[config.mk]
export PLATFORM = sky130hd
export DESIGN_NAME = sync_fifo_reader_flat
export DESIGN_NICKNAME = d
export VERILOG_FILES = /design/src/rtl/sync_fifo_pkg.sv /design/src/rtl/sync_fifo_reader_if.sv /design/src/rtl/sync_fifo_reader_skid_buf.sv /design/src/rtl/sync_fifo_reader.sv /design/src/flat_wrapper.sv
export SDC_FILE = /design/constraint.sdc
export NUM_CORES = 1
export LEC_CHECK = 0
export ABC_AREA = 1
export CORE_MARGIN = 4
export CORE_UTILIZATION = 44
export CTS_BUF_LIST = sky130_fd_sc_hd__clkbuf_16
export CTS_CLUSTER_DIAMETER = 100
export CTS_CLUSTER_SIZE = 14
export DETAILED_ROUTE_END_ITERATION = 12
export GPL_ROUTABILITY_DRIVEN = 0
export GPL_TIMING_DRIVEN = 0
export PLACE_DENSITY_LB_ADDON = 0.12
export SLEW_MARGIN = 0
export SYNTH_ARGS = -nofsm -noshare
export SYNTH_HDL_FRONTEND = slang
export SYNTH_SLANG_ARGS = --single-unit
[constraint.sdc]
create_clock -name clk -period 3.85 [get_ports clk]
set_input_delay 0.385 -clock clk [delete_from_list [all_inputs] [get_ports clk]]
set_output_delay 0.385 -clock clk [all_outputs]
set_load 0.02 [all_outputs]
[src/rtl/sync_fifo_pkg.sv]
// Shared constants for the synchronous FIFO family and its drain-side reader.
package sync_fifo_pkg;

    // The FIFO RAM returns read data one cycle after an accepted pop.
    localparam int FIFO_RD_LATENCY = 1;

    // Entries in the reader's skid buffer. Two entries are enough to cover
    // one word in flight plus one word held under backpressure.
    localparam int SKID_DEPTH = 2;

    // Skid buffer occupancy, 0..SKID_DEPTH.
    typedef logic [1:0] occ_t;

endpackage

[src/rtl/sync_fifo_reader_if.sv]
// FIFO read port plus outgoing valid/ready stream, bundled for the reader.
interface sync_fifo_reader_if #(
    parameter int WIDTH = 64
);

    logic             fifo_empty;
    logic             fifo_rden;
    logic [WIDTH-1:0] fifo_rddata;

    logic             m_valid;
    logic             m_ready;
    logic [WIDTH-1:0] m_data;
    logic             m_last;

    // The reader pops the FIFO and sources the stream.
    modport master (
        input  fifo_empty,
        input  fifo_rddata,
        input  m_ready,
        output fifo_rden,
        output m_valid,
        output m_data,
        output m_last
    );

    // The FIFO and the stream sink together sit on this side.
    modport slave (
        output fifo_empty,
        output fifo_rddata,
        output m_ready,
        input  fifo_rden,
        input  m_valid,
        input  m_data,
        input  m_last
    );

endinterface

[src/rtl/sync_fifo_reader_skid_buf.sv]
// Two-entry in-order skid buffer. entry0 is always the head; a pop shifts
// entry1 forward, and a push lands in the first slot left free after the pop.
module stream_skid_buf
    import sync_fifo_pkg::*;
#(
    parameter int WIDTH = 64
) (
    input  logic             clk,
    input  logic             rst,
    input  logic             push,
    input  logic [WIDTH-1:0] push_data,
    input  logic             pop,
    output occ_t             occ,
    output logic [WIDTH-1:0] head,
    output logic [WIDTH-1:0] second
);

    occ_t             occ_q;
    logic [WIDTH-1:0] entry0;
    logic [WIDTH-1:0] entry1;
    logic             wr_second;

    // A push goes into slot (occ - pop): slot 1 only when one entry remains after the pop.
    assign wr_second = ((occ_q == 2'd1) && !pop) || ((occ_q == 2'd2) && pop);

    assign occ    = occ_q;
    assign head   = entry0;
    assign second = entry1;

    // Occupancy tracks pushes minus pops; contents need no reset.
    always_ff @(posedge clk) begin
        if (rst) begin
            occ_q <= '0;
        end else begin
            occ_q <= occ_q + {1'b0, push} - {1'b0, pop};
        end
    end

    // Shift on pop, then write the incoming word behind whatever remains.
    always_ff @(posedge clk) begin
        if (pop) begin
            entry0 <= entry1;
        end
        if (push) begin
            if (wr_second) begin
                entry1 <= push_data;
            end else begin
                entry0 <= push_data;
            end
        end
    end

    // Guard against overflow, underflow and occupancy escaping its range.
    always_ff @(posedge clk) begin
        if (!rst) begin
            assert (occ_q <= 2'(SKID_DEPTH));
            assert (!(push && !pop && (occ_q == 2'(SKID_DEPTH))));
            assert (!(pop && (occ_q == 2'd0)));
        end
    end

endmodule

[src/rtl/sync_fifo_reader.sv]
// Drain-side reader for the synchronous FIFO: pops words through the
// registered read port and presents them as a valid/ready stream framed
// into BURST_LEN-beat bursts. Pops are issued only when the skid buffer is
// guaranteed to have a slot when the data arrives one cycle later.
module sync_fifo_reader
    import sync_fifo_pkg::*;
#(
    parameter int WIDTH     = 64,
    parameter int BURST_LEN = 16
) (
    input  logic                clk,
    input  logic                rst,
    sync_fifo_reader_if.master  bus,
    output logic                idle
);

    localparam int                BEAT_W    = (BURST_LEN > 1) ? $clog2(BURST_LEN) : 1;
    localparam logic [BEAT_W-1:0] LAST_BEAT = BEAT_W'(BURST_LEN - 1);

    occ_t              occ;
    logic              inflight;
    logic [BEAT_W-1:0] beat;
    logic [WIDTH-1:0]  head;
    logic [WIDTH-1:0]  second;
    logic [2:0]        committed;
    logic              valid;
    logic              hs;
    logic              rden;

    // Words already owned by the reader: buffered plus the one arriving next cycle.
    assign committed = {1'b0, occ} + {2'b00, inflight};

    assign valid = (occ != 2'd0);
    assign hs    = valid && bus.m_ready;

    // A handshake this cycle frees a slot, so a pop may be issued even when full.
    assign rden = !rst && !bus.fifo_empty && ((committed < 3'(SKID_DEPTH)) || hs);

    assign bus.fifo_rden = rden;
    assign bus.m_valid   = valid;
    assign bus.m_data    = head;
    assign bus.m_last    = valid && (beat == LAST_BEAT);
    assign idle          = (occ == 2'd0) && !inflight;

    stream_skid_buf #(
        .WIDTH (WIDTH)
    ) u_skid (
        .clk       (clk),
        .rst       (rst),
        .push      (inflight),
        .push_data (bus.fifo_rddata),
        .pop       (hs),
        .occ       (occ),
        .head      (head),
        .second    (second)
    );

    // Remember that a pop was accepted so its data is captured next cycle.
    always_ff @(posedge clk) begin
        if (rst) begin
            inflight <= 1'b0;
        end else begin
            inflight <= rden;
        end
    end

    // Count handshaked beats within the burst; held while the stream stalls or starves.
    always_ff @(posedge clk) begin
        if (rst) begin
            beat <= '0;
        end else if (hs) begin
            beat <= (beat == LAST_BEAT) ? '0 : beat + 1'b1;
        end
    end

    // After a handshake from a full buffer, the old second entry must become the head.
    assert property (@(posedge clk) disable iff (rst)
        (hs && (occ == 2'd2)) |=> (head == $past(second)));

endmodule
[src/flat_wrapper.sv]
// flat-port wrapper written by rule: the top's interface ports become plain ports
module sync_fifo_reader_flat import sync_fifo_pkg::*;
#(
    parameter int WIDTH     = 64,
    parameter int BURST_LEN = 16
)
  (clk, rst, idle, bus_fifo_empty, bus_fifo_rddata, bus_m_ready, bus_fifo_rden, bus_m_valid, bus_m_data, bus_m_last);
  sync_fifo_reader_if #(.WIDTH(WIDTH)) bus_i ();
  input  logic clk;
  input  logic rst;
  output logic idle;
  input wire logic [$bits(bus_i.fifo_empty)-1:0] bus_fifo_empty;
  input wire logic [$bits(bus_i.fifo_rddata)-1:0] bus_fifo_rddata;
  input wire logic [$bits(bus_i.m_ready)-1:0] bus_m_ready;
  output wire logic [$bits(bus_i.fifo_rden)-1:0] bus_fifo_rden;
  output wire logic [$bits(bus_i.m_valid)-1:0] bus_m_valid;
  output wire logic [$bits(bus_i.m_data)-1:0] bus_m_data;
  output wire logic [$bits(bus_i.m_last)-1:0] bus_m_last;
  assign bus_i.fifo_empty = bus_fifo_empty;
  assign bus_i.fifo_rddata = bus_fifo_rddata;
  assign bus_i.m_ready = bus_m_ready;
  assign bus_fifo_rden = bus_i.fifo_rden;
  assign bus_m_valid = bus_i.m_valid;
  assign bus_m_data = bus_i.m_data;
  assign bus_m_last = bus_i.m_last;
  sync_fifo_reader #(.WIDTH(WIDTH), .BURST_LEN(BURST_LEN)) u_core (.clk(clk), .rst(rst), .bus(bus_i), .idle(idle));
endmodule
==> impl_metrics.toml, run 1 <==
[run_status]
status = "finished clean"

[power_and_ir_drop]
netSwitchingPower_mw = 2.35
p_sw_share_pct = 35.6
peakVddDrop_uv = 455
cellLeakagePower_nw = 3.38
powerDensity_nw_per_um2 = 869
internal-power_mw = 4.24
p_clk_share_pct = 25.8
p_seq_share_pct = 33.0
pwr-share-comb_pct = 41.2

[min_path]
hold_start = "u_core.beat[0]"
holdPathEnd = "u_core.beat[0]"
holdPathStages = 2
hold_path.class = "reg2reg"

[floorplan]
die_w_um = 119
io_pins = 136
initial_core_util_pct = 44.8
row_count = 40
coreArea_um2 = 12000
fp.dieArea_um2 = 14100
die_h_um = 119

[final_layout]
drive_gt1_share_pct = 8.19
fin_nets = 838
fillers = 1026
n_antenna_cell = 0
area_growth_pct = 41.1

[clocking]
clkTransAtPathRegs_ns = 0.05
htreeDepth = 4
cts_tree = "done"
cts_root_buf = "clkbuf_16"
cts_resized = 0
cts_made_buffers = 17
cts_hold_buffers = 0
cts.sinks = 135
post_cts_buffers = 0
worstSkewPairLatency_ns = 0.41
clk_path_buf_depth = 2

[place]
pre_cts_slack_ns = 1.05
dp_hpwl_um = 8710
portBuffers = 135

[synth]
yosysWarnings = 0
avgSynthCellArea_um2 = 8.79
ys_types = 20
ys_seq_area_share_pct = 62.2
postSynthRegisterBits = 135
netlist_area_um2 = 5380
syn_nets = 682
synthCells = 612

[critical_path]
endpoint_kind = "primary output"
start_kind = "input pin"
timing.rr.start = "u_core.u_skid.occ[0]"
ff2ff_setup_slack_ns = 1.61
reg2reg_to = "u_core.u_skid.second[20]"
crit_type = "in2out"
slowest_stage = "clkdlybuf4s50_1"
reg2regPathDepth = 6
critPathMaxFanout = 10
required_ns = 3.46
cp.arrival_ns = 2.37
crit_path_cell_trace = "clkdlybuf4s50_1 -> inv_2 -> nor2_4 -> buf_6 -> nor2_1 -> nor3_1 -> clkdlybuf4s50_1"
slowest_delay_ns = 0.63
crit_top_cell = "clkdlybuf4s50_1"

[global_route]
grt_max_degree = 25
antenna_found_initial = 0
grt_overflow = 0
grt_pass1_wl_um = 21600
grt_pass1_vias = 4347
grt_usage_pct = 19.1

[timing]
worst_slew_pin_slew_ns = 0.731
rsz0062_at_grt = "no"
period_share_pct = 71.6
relSlewSlack_pct = 51.2
period_needed_ns = 2.76
hold_viol = 0
max_freq_ghz = 0.363
clock_skew_ns = 0.00960
setup_violations = 0
slew_violations = 0
finalSetupTns_ns = 0
layout_setup_ws_ns = 1.09

[detailed_routing]
drc = 0
drt_wl_total_um = 13200
vias = 4459
routedWlPerCell_um = 14.2
drt_iter0_markers = 309
via_per_inst = 4.80
detail-route-antenna-nets = 0
first_pass_iters = 4

[job]
cap_violations = 0
[sequential cells by signal (all words and copies together) (netlist names)]
register / flops
u_core.beat: 4
u_core.u_skid.second: 64
u_core.u_skid.occ: 2
u_core.u_skid.head: 64
u_core.inflight: 1
[final cells by class]
cell class | instances | area, um^2 | area share (%)
buffer | 35 | 238 | 3.13
clock buffer | 17 | 425 | 5.61
clock inverter | 15 | 194 | 2.56
inverter | 11 | 41.3 | 0.544
multi-input combinational | 431 | 1760 | 23.2
sequential | 135 | 3340 | 44.1
tap | 147 | 184 | 2.42
timing repair buffer | 137 | 1400 | 18.4
[power by group through the flow]
stage	Combinational [mW]	Sequential [mW]	Clock (mW)
floorplan	1.21	2.58	0
global placement	2.66	2.21	0
detailed placement	2.73	2.20	0
CTS	2.75	2.18	1.73
global route	3.02	2.22	1.80
finish	2.71	2.18	1.70
[worst max-delay path: cells and delay by family]
| family | cells | cell delay, ns |
|---|---|---|
| buffers and inverters | 4 | 1.46 |
| and+or+nand+nor | 3 | 0.53 |
[stage by stage]
stage	utilization (%)	cells	power, mW	area [um^2]	hold slack, ns
global route	63.2	928	7.03	7590	0.517
CTS	63.2	928	6.66	7590	0.490
detailed placement	58.0	896	4.93	6970	0.482
finish	63.2	928	6.59	7590	0.486
global placement	57.6	894	4.87	6920	0.475
floorplan	-	612	3.79	5380	0.454
[worst max-delay path by stage]
stage	from	endpoint	slack [ns]
floorplan	u_core.u_skid.occ[1]	u_core.u_skid.second[0]	0.84
global placement	bus_m_ready	u_core.u_skid.second[31]	-0.78
detailed placement	bus_m_ready	bus_fifo_rden	1.05
CTS	bus_m_ready	bus_fifo_rden	1.05
global route	bus_m_ready	bus_fifo_rden	0.95
finish	bus_m_ready	bus_fifo_rden	1.09
[Yosys cell counts (all sizes together)]
cell type	n	area (um^2)
nor2	12	52.6
buf	34	234
nor3	2	10.0
inv	11	41.3
clkbuf	1	3.75
dfxtp	71	1420
edfxtp	64	1920
xor2	1	8.76
nand3	69	350
ha	2	25.0
o21ai	2	10.0
a21oi	3	15.0
nand2	340	1280
[metal layers]
| layer | track usage [%] | routed length (um) | vias to the layer above |
|---|---|---|---|
| met2 | 30.2 | 6220 | 138 |
| li1 | - | - | 2275 |
| met4 | 5.43 | 170 | 0 |
| met5 | 0 | 0 | - |
| met1 | 25.1 | 5950 | 2032 |
| met3 | 6.41 | 844 | 14 |
[cell usage in the layout, fill, tap and decap left out]
master	synthesis	layout
a21oi_1	3	3
buf_1	5	5
buf_12	0	1
buf_16	0	1
buf_2	13	13
buf_4	8	8
buf_6	8	8
bufinv_16	0	5
clkbuf_1	1	1
clkbuf_16	0	17
clkdlybuf4s50_1	0	135
clkinv_1	0	3
clkinv_2	0	2
clkinvlp_4	0	1
dfxtp_1	71	71
edfxtp_1	64	64
ha_1	2	2
inv_1	9	13
inv_2	2	2
nand2_1	337	337
nand2_2	3	3
nand3_1	68	68
nand3_2	1	1
nor2_1	11	10
nor2_4	1	2
nor3_1	2	2
o21ai_1	2	2
xor2_1	1	1
[kinds of logic (layout without fill, tap and decap cells)]
family	after synthesis	in the layout	synth area share (%)
compound gates	5	5	0.465
fa+ha+maj	2	2	0.465
simple gates	423	423	31.5
buf+inv	46	215	5.19
flops	135	135	62.2
xor+xnor	1	1	0.163
Note: power is estimated with default switching activity, not from simulation.
==> run 2, diff against run 1 <==
==> constraint.sdc (replaced) <==
create_clock -name clk -period 2.25 [get_ports clk]
set_input_delay 0.225 -clock clk [delete_from_list [all_inputs] [get_ports clk]]
set_output_delay 0.225 -clock clk [all_outputs]
set_load 0.02 [all_outputs]
==> run 2 against run 1 <==
Effect of this change:
- clock power rose by 62%
- utilization fell by 0.16 points
- setup slack got worse by 0.89 ns
- sequential power rose by 71%
- critical path depth fell by 3
- worst hold slack got worse by 0.092 ns
- die area did not move
- routed wire length rose by 2.6%
- power rose by 69%
- clock-buffer cell count did not move
- sequential share of layout area rose by 0.11 points
- non-clock buffer count rose by 1
- highest routed layer unchanged
==> impl_metrics.toml, run 2 (synthesized netlist as in run 1, its figures left out) <==
[floorplan]
fp.dieArea_um2 = 14100
row_count = 40
coreArea_um2 = 12000
initial_core_util_pct = 44.8
die_h_um = 119
die_w_um = 119
io_pins = 136

[global_route]
grt_max_degree = 30
grt_overflow = 0
grt_pass1_wl_um = 21900
grt_usage_pct = 19.5
grt_pass1_vias = 4437
antenna_found_initial = 0

[final_layout]
layout_common_cells = "nand2_1 (337), clkdlybuf4s50_1 (133), dfxtp_1 (71)"
n_antenna_cell = 0
drive_gt1_share_pct = 8.70
area_growth_pct = 40.7
fin_nets = 839
final_area_um2 = 7570
final_common_cell = "nand2_1"
fin_cells = 929

[place]
dpl_cell_area_um2 = 6970
dp_hpwl_um = 9020
pre_cts_slack_ns = -0.235
dp_cells = 896
portBuffers = 135

[detailed_routing]
routedWlPerCell_um = 14.6
drc = 0
vias = 4498
drt_wl_total_um = 13500
detail-route-antenna-nets = 0
via_per_inst = 4.84
drt_iter0_markers = 334
first_pass_iters = 4

[timing]
layout_setup_ws_ns = 0.198
period_share_pct = 91.2
period_needed_ns = 2.05
relSlewSlack_pct = 64.0
max_freq_ghz = 0.487
hold_viol = 0
worst_slew_pin_slew_ns = 0.539
setup_violations = 0
slew_violations = 0
clock_skew_ns = 0.00681
rsz0062_at_grt = "no"

[clocking]
worstSkewPairLatency_ns = 0.41
cts_made_buffers = 17
clk_path_buf_depth = 2
cts_root_buf = "clkbuf_16"
cts_tree = "done"
htreeDepth = 4
cts_hold_buffers = 0
clkTransAtPathRegs_ns = 0.06
cts.sinks = 135

[min_path]
hold_path.class = "in2reg"

[critical_path]
cp.arrival_ns = 1.83
crit_type = "reg2out"
start_kind = "flip-flop"
required_ns = 2.03
slowest_delay_ns = 0.61
critPathMaxFanout = 3
endpoint_kind = "primary output"
slowest_stage = "clkdlybuf4s50_1"
crit_path_cell_trace = "ha_1 -> nand3_1 -> nor2_1 -> clkdlybuf4s50_1"

[power_and_ir_drop]
p_seq_share_pct = 33.4
powerDensity_nw_per_um2 = 1480
p_sw_share_pct = 36.7
cellLeakagePower_nw = 3.39
p_clk_share_pct = 24.6
internal-power_mw = 7.07
peakVddDrop_uv = 635
pwr-share-comb_pct = 41.9
p_total_mw = 11.2
netSwitchingPower_mw = 4.09

[job]
cap_violations = 0

[run_status]
status = "finished clean"
run 2: layout make-up:
cell class,instances,area [um^2]
clock inverters,15,163
multi-input cells,431,1770
flip-flops and latches,135,3340
fillers,1042,4440
well taps,147,184
repair buffers,138,1400
inverters,11,41.3
plain buffers,35,244
clock buffers,17,425
run 2: through the flow:
step                TNS [ns]  hold slack, ns  util, %
detailed placement    -0.235           0.487     58.0
CTS                        0           0.383     63.0
global placement      -62.18           0.474     57.7
finish                     0           0.395     63.0
global route               0           0.379     63.0
floorplan                  0           0.294        -
run 2: final timing paths:
check | startpoint | to | slack, ns | cells past startpoint
hold / removal | bus_fifo_rddata[62] | u_core.u_skid.second[62] | 0.39 | 1
hold reg to reg | u_core.beat[0] | u_core.beat[0] | 0.49 | 2
setup / recovery | u_core.beat[1] | bus_m_last | 0.20 | 4
setup reg to reg | u_core.u_skid.occ[1] | u_core.u_skid.second[33] | 0.40 | 6
run 2: critical path: cells and delay by family, from the launching register on:
kind                       cells  cell delay (ns)
and+or+nand+nor                2             0.25
DFF                            1             0.36
adders and majority gates      1             0.19
buffers and inverters          1             0.61
run 2: power groups by stage:
stage | Sequential, mW | Clock [mW] | Combinational [mW]
2_1_floorplan | 4.40 | 0 | 2.10
3_3_place_gp | 3.77 | 0 | 4.59
3_5_place_dp | 3.77 | 0 | 4.69
4_1_cts | 3.74 | 2.79 | 4.74
5_1_grt | 3.80 | 2.91 | 5.21
6_report | 3.73 | 2.75 | 4.68
run 2: routing by layer:
layer | up-vias | routed length [um] | share of wire [%] | global-route usage [%]
met2 | 123 | 6520 | 48 | 31.8
met1 | 2082 | 6120 | 45 | 24.9
met5 | - | 0 | 0 | 0
li1 | 2274 | - | - | -
met4 | 0 | 196 | 1.4 | 6.66
met3 | 19 | 692 | 5.1 | 5.84
run 2: timing repair:
| item | CTS | global route |
|---|---|---|
| pin swaps | 1 | 0 |
| gates resized for setup | 2 | 1 |
| endpoints found under the hold margin | 0 | 0 |
| endpoints found under the setup margin | 2 | 1 |
| buffers inserted | 1 | 0 |
